### src/rtl/alu_exec.sv
// Multi-cycle execute unit. Logic and add/sub ops complete on the accept edge.
// Shifts and multiply iterate in EXEC under a down-counter. Results are handed back over valid/ready.
module alu_exec #(
  parameter int WIDTH = 8
) (
  input  logic             clk,
  input  logic             rst_n,
  input  logic             op_valid,
  output logic             op_ready,
  input  logic [2:0]       op,
  input  logic [WIDTH-1:0] a,
  input  logic [WIDTH-1:0] b,
  output logic             res_valid,
  input  logic             res_ready,
  output logic [WIDTH-1:0] result,
  output logic             flag_zero,
  output logic             flag_carry
);

  localparam int CW = $clog2(WIDTH + 1);

  localparam logic [2:0] OP_ADD = 3'd0;
  localparam logic [2:0] OP_SUB = 3'd1;
  localparam logic [2:0] OP_AND = 3'd2;
  localparam logic [2:0] OP_OR  = 3'd3;
  localparam logic [2:0] OP_XOR = 3'd4;
  localparam logic [2:0] OP_SHL = 3'd5;
  localparam logic [2:0] OP_SHR = 3'd6;
  localparam logic [2:0] OP_MUL = 3'd7;

  typedef enum logic [1:0] {
    S_IDLE = 2'd0,
    S_EXEC = 2'd1,
    S_DONE = 2'd2
  } state_t;

  state_t               state_q, state_d;
  logic [2:0]           op_q, op_d;
  logic [WIDTH-1:0]     mcand_q, mcand_d;
  logic [2*WIDTH-1:0]   work_q, work_d;
  logic [CW-1:0]        cnt_q, cnt_d;
  logic [WIDTH-1:0]     result_q, result_d;
  logic                 zero_q, zero_d;
  logic                 carry_q, carry_d;

  logic [WIDTH:0]       add_s, sub_s, mac_s;
  logic [2*WIDTH-1:0]   step_s;
  logic                 step_cy_s;
  logic                 load_s;
  logic [WIDTH-1:0]     res_s;
  logic                 cy_s;

  // Next-state, datapath step and result capture.
  always_comb begin
    state_d   = state_q;
    op_d      = op_q;
    mcand_d   = mcand_q;
    work_d    = work_q;
    cnt_d     = cnt_q;
    load_s    = 1'b0;
    res_s     = {WIDTH{1'b0}};
    cy_s      = 1'b0;
    add_s     = {1'b0, a} + {1'b0, b};
    sub_s     = {1'b0, a} - {1'b0, b};
    mac_s     = {1'b0, work_q[2*WIDTH-1:WIDTH]} + ({1'b0, mcand_q} & {(WIDTH+1){work_q[0]}});

    // Multiply keeps the partial product in the upper half and the multiplier in the lower half.
    case (op_q)
      OP_SHL: begin
        step_s    = {{WIDTH{1'b0}}, work_q[WIDTH-2:0], 1'b0};
        step_cy_s = work_q[WIDTH-1];
      end
      OP_SHR: begin
        step_s    = {{WIDTH{1'b0}}, 1'b0, work_q[WIDTH-1:1]};
        step_cy_s = work_q[0];
      end
      OP_MUL: begin
        step_s    = {mac_s, work_q[WIDTH-1:1]};
        step_cy_s = |mac_s[WIDTH:1];
      end
      default: begin
        step_s    = work_q;
        step_cy_s = 1'b0;
      end
    endcase

    case (state_q)
      S_IDLE: begin
        if (op_valid) begin
          op_d = op;
          case (op)
            OP_ADD: begin load_s = 1'b1; res_s = add_s[WIDTH-1:0]; cy_s = add_s[WIDTH]; state_d = S_DONE; end
            OP_SUB: begin load_s = 1'b1; res_s = sub_s[WIDTH-1:0]; cy_s = sub_s[WIDTH]; state_d = S_DONE; end
            OP_AND: begin load_s = 1'b1; res_s = a & b; state_d = S_DONE; end
            OP_OR:  begin load_s = 1'b1; res_s = a | b; state_d = S_DONE; end
            OP_XOR: begin load_s = 1'b1; res_s = a ^ b; state_d = S_DONE; end
            OP_SHL, OP_SHR: begin
              if (b[2:0] == 3'd0) begin
                load_s  = 1'b1;
                res_s   = a;
                state_d = S_DONE;
              end else begin
                work_d  = {{WIDTH{1'b0}}, a};
                cnt_d   = CW'(b[2:0]);
                state_d = S_EXEC;
              end
            end
            OP_MUL: begin
              mcand_d = a;
              work_d  = {{WIDTH{1'b0}}, b};
              cnt_d   = CW'(WIDTH);
              state_d = S_EXEC;
            end
            default: state_d = S_IDLE;
          endcase
        end else begin
          state_d = S_IDLE;
        end
      end
      S_EXEC: begin
        work_d = step_s;
        cnt_d  = cnt_q - CW'(1);
        if (cnt_q == CW'(1)) begin
          load_s  = 1'b1;
          res_s   = step_s[WIDTH-1:0];
          cy_s    = step_cy_s;
          state_d = S_DONE;
        end else begin
          state_d = S_EXEC;
        end
      end
      S_DONE: begin
        if (res_ready) begin
          state_d = S_IDLE;
        end else begin
          state_d = S_DONE;
        end
      end
      default: state_d = S_IDLE;
    endcase

    // Flags move only together with a freshly produced result.
    result_d = load_s ? res_s : result_q;
    zero_d   = load_s ? (res_s == {WIDTH{1'b0}}) : zero_q;
    carry_d  = load_s ? cy_s : carry_q;
  end

  // State and datapath registers.
  always_ff @(posedge clk or negedge rst_n) begin
    if (!rst_n) begin
      state_q  <= S_IDLE;
      op_q     <= 3'd0;
      mcand_q  <= {WIDTH{1'b0}};
      work_q   <= {(2*WIDTH){1'b0}};
      cnt_q    <= {CW{1'b0}};
      result_q <= {WIDTH{1'b0}};
      zero_q   <= 1'b0;
      carry_q  <= 1'b0;
    end else begin
      state_q  <= state_d;
      op_q     <= op_d;
      mcand_q  <= mcand_d;
      work_q   <= work_d;
      cnt_q    <= cnt_d;
      result_q <= result_d;
      zero_q   <= zero_d;
      carry_q  <= carry_d;
    end
  end

  assign op_ready   = (state_q == S_IDLE);
  assign res_valid  = (state_q == S_DONE);
  assign result     = result_q;
  assign flag_zero  = zero_q;
  assign flag_carry = carry_q;

endmodule
### config.mk
export PLATFORM = sky130hd
export DESIGN_NAME = alu_exec
export DESIGN_NICKNAME = d
export VERILOG_FILES = /design/src/rtl/alu_exec.sv
export SDC_FILE = /design/constraint.sdc
export NUM_CORES = 1
export LEC_CHECK = 0
export BUFFER_PORTS_ARGS = -buffer_cell sky130_fd_sc_hd__buf_2
export CAP_MARGIN = 20
export CORE_MARGIN = 2
export CORE_UTILIZATION = 24
export DETAILED_ROUTE_END_ITERATION = 7
export PLACE_DENSITY_LB_ADDON = 0.05
export REMOVE_ABC_BUFFERS = 1
export SLEW_MARGIN = 25
export SYNTH_ARGS = -nofsm -noshare
export SYNTH_HDL_FRONTEND = slang
export SYNTH_SLANG_ARGS = --single-unit
### constraint.sdc
create_clock -name clk -period 2.6 [get_ports clk]
set_clock_uncertainty 0.1 [all_clocks]
set_input_delay 0.52 -clock clk [delete_from_list [all_inputs] [get_ports clk]]
set_output_delay 0.52 -clock clk [all_outputs]
set_load 0.005 [all_outputs]
After elaboration in Yosys (flattened, before gate mapping). Cells that the tools add are included.

Word-level logic and storage cells: 76. Register bits: 43.

Mux-type cells: 30. Equal/unequal tests: 17. Bitwise operators: 4. Reduce and logical (&&, ||, !) cells: 12. Add/sub/neg operators: 4.

Operators with widths (count): $pmux W16 S2 (2); $pmux W16 S3 (1); $pmux W8 S6 (1); $mux W16 (2); $mux W8 (3); $eq A3 B3 Y1 const B (7); $pmux W4 S2 (2); $pmux W8 S2 (1); $pmux W2 S3 (2); $add A8 B8 Y9 (1); $add A8 B9 Y9 (1); $and A8 B9 Y9 (1); $sub A8 B8 Y9 (1); $and A8 B8 Y8 (1); $logic_not A8 Y1 (1); $mux W2 (4); $mux W4 (2); $or A8 B8 Y8 (1); $pmux W1 S2 (4); $reduce_or A8 Y1 (1); $xor A8 B8 Y8 (1); $eq A3 B2 Y1 const B (2); $logic_not A3 Y1 (2); $mux W1 (5); other kinds (18) (18).

Longest topological paths before layout. Gate-level depths: netlist of the first run.

Depth in word-level cells: 6. Gate-level depth with buffers: 11.

Worst setup path before layout of the first run. No wires, ideal clock.

Kind: reg2reg. Start: reg work_q[0]. End: reg carry_q, in the netlist flag_carry. Path buffers: 1. Clock period less this slack: 2.825 ns. Slack: -0.225 ns. Data required time: 2.369 ns. Cell stages (with the launch flop): 11. Data arrival time: 2.594 ns. Cells stage by stage: dfrtp_1 -> clkbuf_1 -> and2_1 -> ha_1 -> fa_1 -> a21o_1 -> a21oi_1 -> xnor2_1 -> or4_1 -> nor4b_1 -> o41ai_1.

Cells in the longest elaborated chain, start to end: 6.

RTL lines: from (decl) (line 40) `logic [2*WIDTH-1:0] work_q, work_d;`; from (signal assigned) (line 154) `work_q <= {(2*WIDTH){1'b0}};`; from (signal assigned) (line 163) `work_q <= work_d;`; $and A8 B9 Y9 (line 65) `mac_s = {1'b0, work_q[2*WIDTH-1:WIDTH]} + ({1'b0, mcand_q} & {(WIDTH+1){work_q[0]}});`; $add A8 B9 Y9 (line 65); $reduce_or A8 Y1 (line 79) `step_cy_s = |mac_s[WIDTH:1];`; $pmux W1 S3 (*) (line 68) `case (op_q)`; $mux W1 (*) (line 123) `if (cnt_q == CW'(1)) begin`; $pmux W1 S2 (*) (line 87) `case (state_q)`; to (signal assigned) (line 167) `carry_q <= carry_d;`; to (decl) (line 44) `logic carry_q, carry_d;`.

Every way passes the cells marked *; elsewhere a longest branch is shown, timed or not. A chain may end at the register's enable or synchronous reset.

Worst setup path in the final report of the first run.
Start: reg mcand_q[0]. End: reg carry_q, in the netlist flag_carry.

Cells in the longest elaborated chain, start to end: 6.

RTL lines: from (decl) (line 39) `logic [WIDTH-1:0] mcand_q, mcand_d;`; from (signal assigned) (line 153) `mcand_q <= {WIDTH{1'b0}};`; from (signal assigned) (line 162) `mcand_q <= mcand_d;`; $and A8 B9 Y9 (line 65); $add A8 B9 Y9 (line 65); $reduce_or A8 Y1 (line 79); $pmux W1 S3 (line 68); $mux W1 (line 123); $pmux W1 S2 (line 87).

No other way between the ends.

==> results of run 1 <==
==> cells by family after synthesis <==
| group | after synthesis |
|---|---|
| flip-flops | 43 |
| AND/OR/NAND/NOR | 167 |
| multiplexers | 5 |
| buffers and inverters | 59 |
| adder cells (fa/ha/maj) | 40 |
| AO/OA/AOI/OAI | 160 |
| XOR/XNOR | 7 |
==> power by group through the flow <==
stage	sequential, mW	combinational, mW	clock, mW
2_1_floorplan	1.15	1.15	0
3_3_place_gp	1.21	2.19	0
3_5_place_dp	1.20	2.19	0
4_1_cts	1.20	2.38	0.696
5_1_grt	1.25	2.68	0.717
6_report	1.20	2.41	0.675
==> critical path, delay by kind of cell (launching register included) <==
| kind | cells | cell delay [ns] |
|---|---|---|
| xor gates and xnor gates | 1 | 0.12 |
| and+or+nand+nor | 3 | 0.97 |
| DFF | 1 | 0.38 |
| AOI/OAI and AO/OA | 3 | 0.43 |
| adders and majority gates | 2 | 0.52 |
==> metal layers <==
layer / routed length [um] / vias up / global-route usage (%)
met2: 7170 / 72 / 29.1
met5: 0 / - / 0
met3: 394 / 11 / 1.66
met1: 7060 / 1964 / 24.1
li1: - / 2059 / -
met4: 146 / 0 / 3.20
==> cell type report <==
class	count	area share, %
Multi-Input combinational cell	379	49.1
Timing Repair Buffer	169	21.9
Sequential cell	43	19.1
Tap cell	216	4.79
Clock buffer	6	2.46
Inverter	36	2.44
Clock inverter	2	0.288
==> synthesized netlist by cell type (6+ instances only) <==
master | instances | share of area (%)
nor3_1 | 11 | 1.4
nor2_1 | 45 | 4.3
and2_1 | 11 | 1.8
a22o_1 | 7 | 1.6
o22ai_1 | 8 | 1.3
buf_2 | 9 | 1.2
a211oi_1 | 11 | 2.1
clkbuf_1 | 7 | 0.67
nand3_1 | 9 | 1.2
inv_1 | 35 | 3.4
nor2b_1 | 6 | 0.96
a21oi_1 | 30 | 3.8
ha_1 | 37 | 12
dfrtp_1 | 43 | 28
a221o_1 | 6 | 1.5
nand2_1 | 55 | 5.3
o21ai_0 | 32 | 4.1
==> how the worst max path moves through the flow <==
| stage | from | to | depth (start not counted) |
|---|---|---|---|
| after floorplan | work_q[0] | flag_carry | 9 |
| after global placement | a[1] | result[7] | 13 |
| after detailed placement | a[0] | flag_zero | 11 |
| after CTS | work_q[0] | flag_carry | 9 |
| after global routing | a[0] | flag_carry | 12 |
| final | mcand_q[0] | flag_carry | 9 |
==> through the flow <==
step	setup WS (ns)	TNS, ns	area [um2]	utilization [%]
5_1_grt	-0.118	-0.369	5640	35.5
2_1_floorplan	-0.142	-0.263	3770	-
3_3_place_gp	-0.425	-2.41	5190	32.7
6_report	-0.0321	-0.0439	5640	35.5
3_5_place_dp	-0.450	-2.44	5190	32.7
4_1_cts	-0.0654	-0.0654	5560	35.0
==> what timing repair did <==
action                     4_1_cts  5_1_grt
pin swaps                       21        8
gates resized for setup         34       15
setup endpoints to repair        6        9
setup buffers                   10        0
==> sequential cells by signal, summed over array words and instances, names as in the netlist <==
signal      count
work_q         16
flag_carry      1
cnt_q           4
flag_zero       1
result          8
op_q            3
state_q         2
mcand_q         8
==> flow_summary.ini, run 1 <==
[synth]
synth_cell_types = 73
synth-seq-cells = 43
synth-compound-area-share_pct = 28.8
yosys.area_share.simple_pct = 20.6
async_reset_ff_share_pct = 100
synth_mux_area_share_pct = 1.28
synth_xor_area_share_pct = 1.57
synth-edff-count = 0
synth_cells = 481
synth_area_per_cell_um2 = 8.11
synth_fa_ha_area_share_pct = 13.4
synth_top_family_by_area = compound AO/OA/AOI/OAI gates
yosysSeqAreaShare_pct = 27.6
synth_warnings = 0
synthesis.area_um2 = 3900
synth-main-ff-cell = dfrtp_1

[routing]
route.detailed.drc = 0
vias = 4106
wl_per_cell_um = 17.4
totalWireLength_mm = 14.8
drt_iter0_markers = 201
dr.pass1.iters = 5
viasPerCell = 4.82
ant_nets = 0

[setup_path]
worstPathMaxFanout = 2
rr_endpoint = flag_carry
start_kind = flop
required_ns = 2.67
endpoint_kind = flop
cp_data_arrival_time_ns = 2.70
slowest_delay_ns = 0.54
cpMaxStageDelayCell = or4_4
reg2reg_depth = 9
path_cells = and2_4 > ha_4 > fa_2 > a21o_1 > a21oi_2 > xnor2_1 > or4_4 > nor4b_4 > o41ai_2
ff2ff_setup_slack_ns = -0.03
path_class = reg2reg
reg2reg_from = mcand_q[0]

[pwr]
p_per_area_nw_per_um2 = 759
seq_power_share_pct = 28.0
power.internal_mw = 2.51
p_sw_share_pct = 41.5
p_clk_share_pct = 15.7
netSwitchingPower_mw = 1.78
power.total_mw = 4.29
p_comb_share_pct = 56.2
vdd_ir_drop_max_mv = 0.294
leakage_nw = 2.71

[clock_tree]
cts_made_buffers = 5
holdBufCountCts = 0
clockBufferDepth = 2
root_buffer = clkbuf_16
cts_tree = done
worstSkewPairLatency_ns = 0.30
cts_num_sinks = 43
clk_pin_slew_ns = 0.07
cts_max_level = 2

[layout]
multi_input_area_um2 = 2770
final_common_cell = buf_4
num-nets-final = 697
regArea_um2 = 1080
instances_no_fill = 851
final.fill_count = 1727
final_cell_mix = 131 x buf_4, 55 x nand2_1, 44 x nor2_1, 43 x dfrtp_1, 33 x inv_1
area_growth_pct = 44.6
layout-drive-gt1-share_pct = 34.8
n_antenna_cell = 0

[floorplan]
design.core.area_um2 = 15900
rows = 46
die_h_um = 132
ios = 35
die_w_um = 132
start_util_pct = 24.6
dieArea_um2 = 17300

[status]
violations = negative setup slack
status = complete, but fails checks

[grt]
antenna_found_initial = 0
grt.total_usage_pct = 17.3
grt_pass1_vias = 4079
grt_max_degree = 24
gr-total-overflow = 0
grt_pass1_wl_mm = 23.5

[sta]
setup_viol = 2
worst_slack_ns = -0.0321
slew_viol_final = 0
tightest_slew_ns = 0.587
timing.hold.ws_ns = 0.102
post-route-min-period_ns = 2.63
timing.final.hold_violations = 0
grt_setup_unrepaired = yes
clock.fmax_mhz = 380
period_share_pct = 101
max-slew-margin-rel_pct = 60.8

[placed_design]
place_inst = 835
dp_hpwl_mm = 12.0
port_buffers = 34
place_congestion = 0.870

[worst_hold_path]
hp-class = in2async

[run]
drv_cap = 0
Power figures use the tool's default switching activity.
==> inputs of run 2 (changes only) <==
--- a/config.mk
+++ b/config.mk
@@ -7,7 +7,6 @@
 export LEC_CHECK = 0
 export BUFFER_PORTS_ARGS = -buffer_cell sky130_fd_sc_hd__buf_2
 export CAP_MARGIN = 20
-export CORE_MARGIN = 2
 export CORE_UTILIZATION = 24
 export DETAILED_ROUTE_END_ITERATION = 7
 export PLACE_DENSITY_LB_ADDON = 0.05
==> flow_summary.ini, run 2 (synthesized netlist as in run 1, its figures left out) <==
[clock_tree]
cts_tree = done
clockBufferDepth = 2
holdBufCountCts = 0
cts_made_buffers = 5
cts_num_sinks = 43
worstSkewPairLatency_ns = 0.29
root_buffer = clkbuf_16
cts_max_level = 2
clk_pin_slew_ns = 0.06

[layout]
instances_no_fill = 844
final_common_cell = buf_4
area_growth_pct = 41.7
largest_register = work_q
multi_input_area_um2 = 2730
layout-drive-gt1-share_pct = 33.3
regArea_um2 = 1080
n_antenna_cell = 0
num-nets-final = 690
final.fill_count = 1722
final_cell_mix = 126 x buf_4, 55 x nand2_1, 45 x nor2_1, 43 x dfrtp_1, 32 x inv_1
largest_reg_flops = 16

[floorplan]
dieArea_um2 = 16800
design.core.area_um2 = 15900
ios = 35
rows = 46
die_h_um = 130
start_util_pct = 24.6
die_w_um = 130

[grt]
grt_max_degree = 25
grt_pass1_wl_mm = 23.0
grt.total_usage_pct = 18.1
gr-total-overflow = 0
antenna_found_initial = 0
grt_pass1_vias = 4086

[sta]
setup_tns_ns = -0.0359
post-route-min-period_ns = 2.64
clock.fmax_mhz = 379
slew_viol_final = 0
worst_slack_ns = -0.0359
period_share_pct = 101
tightest_slew_ns = 0.538
max-slew-margin-rel_pct = 63.2
grt_setup_unrepaired = yes
setup_viol = 1
timing.hold.ws_ns = 0.0998
timing.final.hold_violations = 0

[routing]
vias = 4120
wl_per_cell_um = 17.1
drt_iter0_markers = 258
ant_nets = 0
totalWireLength_mm = 14.5
route.detailed.drc = 0
viasPerCell = 4.88
dr.pass1.iters = 5

[pwr]
vdd_ir_drop_max_mv = 0.317
power.total_mw = 4.18
leakage_nw = 2.65
p_per_area_nw_per_um2 = 757

[setup_path]
ff2ff_setup_slack_ns = -0.04
required_ns = 2.66
reg2reg_from = work_q[0]
start_kind = flop
cp_data_arrival_time_ns = 2.69
worstPathMaxFanout = 3
endpoint_kind = flop
rr_endpoint = flag_carry
reg2reg_depth = 9
path_class = reg2reg

[placed_design]
dp_hpwl_mm = 11.9
place_inst = 827
place_congestion = 0.829
port_buffers = 34

[status]
violations = negative setup slack
status = complete, but fails checks

[run]
drv_cap = 0

[worst_hold_path]
hp-class = in2async
run 2: cell count changes in the layout (fill, tap and decap cells not counted), sizes merged:
cell and change:
buf -7, clkinvlp -1, clkbuf +1
run 2: critical path: stages, from the launching register on:
cell and delay [ns]:
dfrtp_1 0.39, and2_1 0.15, ha_2 0.18, fa_2 0.37, a21o_1 0.18, a21oi_2 0.15, xnor2_1 0.10, or4_4 0.53
nor4b_4 0.27, o41ai_2 0.09
run 2: report_power, final:
part	internal (mW)	switching (mW)
clock network	0.356	0.276
logic	1.15	1.21
registers	0.937	0.259
total	2.44	1.74
run 2: metal layers:
metal	track usage [%]	up-vias	wire length [um]
met5	0	-	0
met4	3.21	0	108
met2	30.0	80	6830
met3	1.82	5	341
li1	-	2043	-
met1	25.7	1992	7190
run 2: repair_timing:
action	in CTS	in global routing
pin swaps	19	11
buffers inserted	9	3
setup endpoints to repair	5	6
resized for setup	30	13
endpoints found under the hold margin	0	0
run 2: worst max-delay path by stage:
stage	start	depth (start not counted)	slack, ns	endpoint
2_1_floorplan	work_q[0]	9	-0.14	flag_carry
3_5_place_dp	a[0]	11	-0.44	flag_zero
4_1_cts	work_q[0]	8	-0.09	flag_carry
5_1_grt	work_q[0]	9	-0.17	flag_carry
6_report	work_q[0]	9	-0.04	flag_carry
3_3_place_gp	b[1]	10	-0.43	flag_zero
run 2: final cells by class:
cell class                      instances  share of cell area [%]
Clock inverter                          1                  0.0905
Multi-Input combinational cell        379                    49.4
Inverter                               36                    2.49
Tap cell                              216                    4.89
Clock buffer                            7                    2.40
Sequential cell                        43                    19.5
Timing Repair Buffer                  162                    21.3
run 2: through the flow:
stage                     setup WS (ns)  utilization (%)  instance area (um2)
after floorplan                  -0.142                -                 3770
after global routing             -0.173             34.8                 5530
after global placement           -0.428             32.3                 5130
final                           -0.0359             34.8                 5530
after CTS                       -0.0879             34.5                 5470
after detailed placement         -0.444             32.3                 5130
==> inputs of run 3 (changes only) <==
--- a/config.mk
+++ b/config.mk
@@ -7,7 +7,7 @@
 export LEC_CHECK = 0
 export BUFFER_PORTS_ARGS = -buffer_cell sky130_fd_sc_hd__buf_2
 export CAP_MARGIN = 20
-export CORE_UTILIZATION = 24
+export CORE_UTILIZATION = 48
 export DETAILED_ROUTE_END_ITERATION = 7
 export PLACE_DENSITY_LB_ADDON = 0.05
 export REMOVE_ABC_BUFFERS = 1
==> flow_summary.ini, run 3 (synthesized netlist as in run 1, its figures left out) <==
[layout]
final_cell_mix = 94 x buf_4, 55 x nand2_1, 45 x nor2_1, 43 x dfrtp_1, 34 x buf_2
layout-drive-gt1-share_pct = 30.2
num-nets-final = 659
area_growth_pct = 30.1
multi_input_area_um2 = 2730
final_common_cell = buf_4
final.fill_count = 698
largest_register = work_q
largest_reg_flops = 16
n_antenna_cell = 0
final_area_um2 = 5080
regArea_um2 = 1080

[grt]
gr-total-overflow = 0
grt_max_degree = 29
grt_pass1_wl_mm = 19.9
grt.total_usage_pct = 30.0
antenna_found_initial = 0
grt_pass1_vias = 3954

[setup_path]
crit_buf_inv = 0
endpoint = flag_carry
worstPathMaxFanout = 2
rr_endpoint = flag_carry
endpoint_kind = flop
worst-path-stages = 9
required_ns = 2.69
path_cells = and2_4 > ha_4 > fa_2 > a21o_1 > a21oi_2 > xnor2_1 > or4_4 > nor4b_2 > o41ai_1
ff2ff_setup_slack_ns = -0.05
slowest_delay_ns = 0.52
crit_start = mcand_q[0]
start_kind = flop
reg2reg_depth = 9
cp_data_arrival_time_ns = 2.75
crit_family = simple AND/OR/NAND/NOR gates
cpMaxStageDelayCell = or4_4
path_class = reg2reg
reg2reg_from = mcand_q[0]

[floorplan]
rows = 32
die_w_um = 92.2
start_util_pct = 50.0
ios = 35
design.core.area_um2 = 7810
die_h_um = 92.2
dieArea_um2 = 8490

[pwr]
p_per_area_nw_per_um2 = 758
vdd_ir_drop_max_mv = 0.310
leakage_nw = 2.47

[clock_tree]
root_buffer = clkbuf_8
cts_max_level = 2
cts_made_buffers = 5
clk_pin_slew_ns = 0.10
worstSkewPairLatency_ns = 0.31
cts_tree = done
clockBufferDepth = 2
cts_num_sinks = 43
holdBufCountCts = 0

[routing]
drt_iter0_markers = 268
vias = 4103
totalWireLength_mm = 12.3
viasPerCell = 5.87
dr.pass1.iters = 5
route.detailed.drc = 0
wl_per_cell_um = 17.6
ant_nets = 0

[sta]
timing.final.hold_violations = 1
grt_setup_unrepaired = yes
tightest_slew_ns = 0.600
period_share_pct = 102
slew_viol_final = 0
max-slew-margin-rel_pct = 59.0
setup_viol = 1
post-route-min-period_ns = 2.65
timing.hold.ws_ns = -0.000675
clock.fmax_mhz = 377
worst_slack_ns = -0.0514

[placed_design]
place_congestion = 0.955
dp_hpwl_mm = 9.40
port_buffers = 34
dpl-instance-area_um2 = 4770

[worst_hold_path]
hp-class = in2async

[run]
drv_cap = 0

[status]
violations = negative hold slack, negative setup slack
status = complete, but fails checks
[run 3: cell types whose count changed in the layout (fill, tap and decap cells not counted), sizes merged]
cell / change
buf: -31
clkbuf: -2
clkinvlp: +2
clkinv: -1
inv: +1
[run 3: cell type report]
cell class,instances,share of cell area [%]
clock inverters,3,0.468
inverters,36,2.66
flip-flops and latches,43,21.2
well taps,102,2.51
clock buffers,5,1.36
repair buffers,131,18.1
multi-input cells,379,53.7
[run 3: layer usage]
layer  global-route usage, %  vias up  wire (um)  part of all wire, %
met5                       0        -          0                    0
met2                    50.7      166       5910                   48
met1                    39.5     1937       5220                   42
met4                    10.2        0        296                  2.4
li1                        -     1976          -                    -
met3                    3.73       24        887                  7.2
[run 3: power by group]
group | leakage (nW) | switching (mW) | internal, mW
Sequential | 0.543 | 0.271 | 0.935
Combinational | 1.88 | 1.13 | 1.04
Clock | 0.0408 | 0.283 | 0.193
Total | 2.47 | 1.68 | 2.17
[run 3: how the worst min path moves through the flow]
| stage | start | to | slack, ns | cells after the start |
|---|---|---|---|---|
| final | rst_n | work_q[13] | -0.0007 | 1 |
| after global routing | rst_n | state_q[0] | 0.02 | 1 |
| after CTS | rst_n | mcand_q[0] | 0.01 | 1 |
| after detailed placement | rst_n | work_q[13] | 0.35 | 1 |
| after global placement | rst_n | work_q[13] | 0.35 | 1 |
| after floorplan | rst_n | cnt_q[0] | 0.12 | 0 |
[run 3: timing repair]
| action | CTS | global route |
|---|---|---|
| pin swaps | 16 | 1 |
| gates resized for setup | 32 | 5 |
| hold endpoints to repair | 0 | 0 |
| setup buffers | 4 | 1 |
| endpoints found under the setup margin | 4 | 6 |
| gates cloned | 0 | 0 |
[run 3: metrics by stage]
step	instances	util [%]	setup TNS (ns)	total power [mW]	setup WS, ns
finish	699	65.0	-0.0514	3.85	-0.0514
global route	699	65.0	-0.354	4.14	-0.187
CTS	698	64.7	-0.00697	3.81	-0.00697
detailed placement	686	61.1	-1.90	3.17	-0.446
global placement	686	61.1	-1.44	3.15	-0.356
floorplan	458	-	-0.263	2.30	-0.142
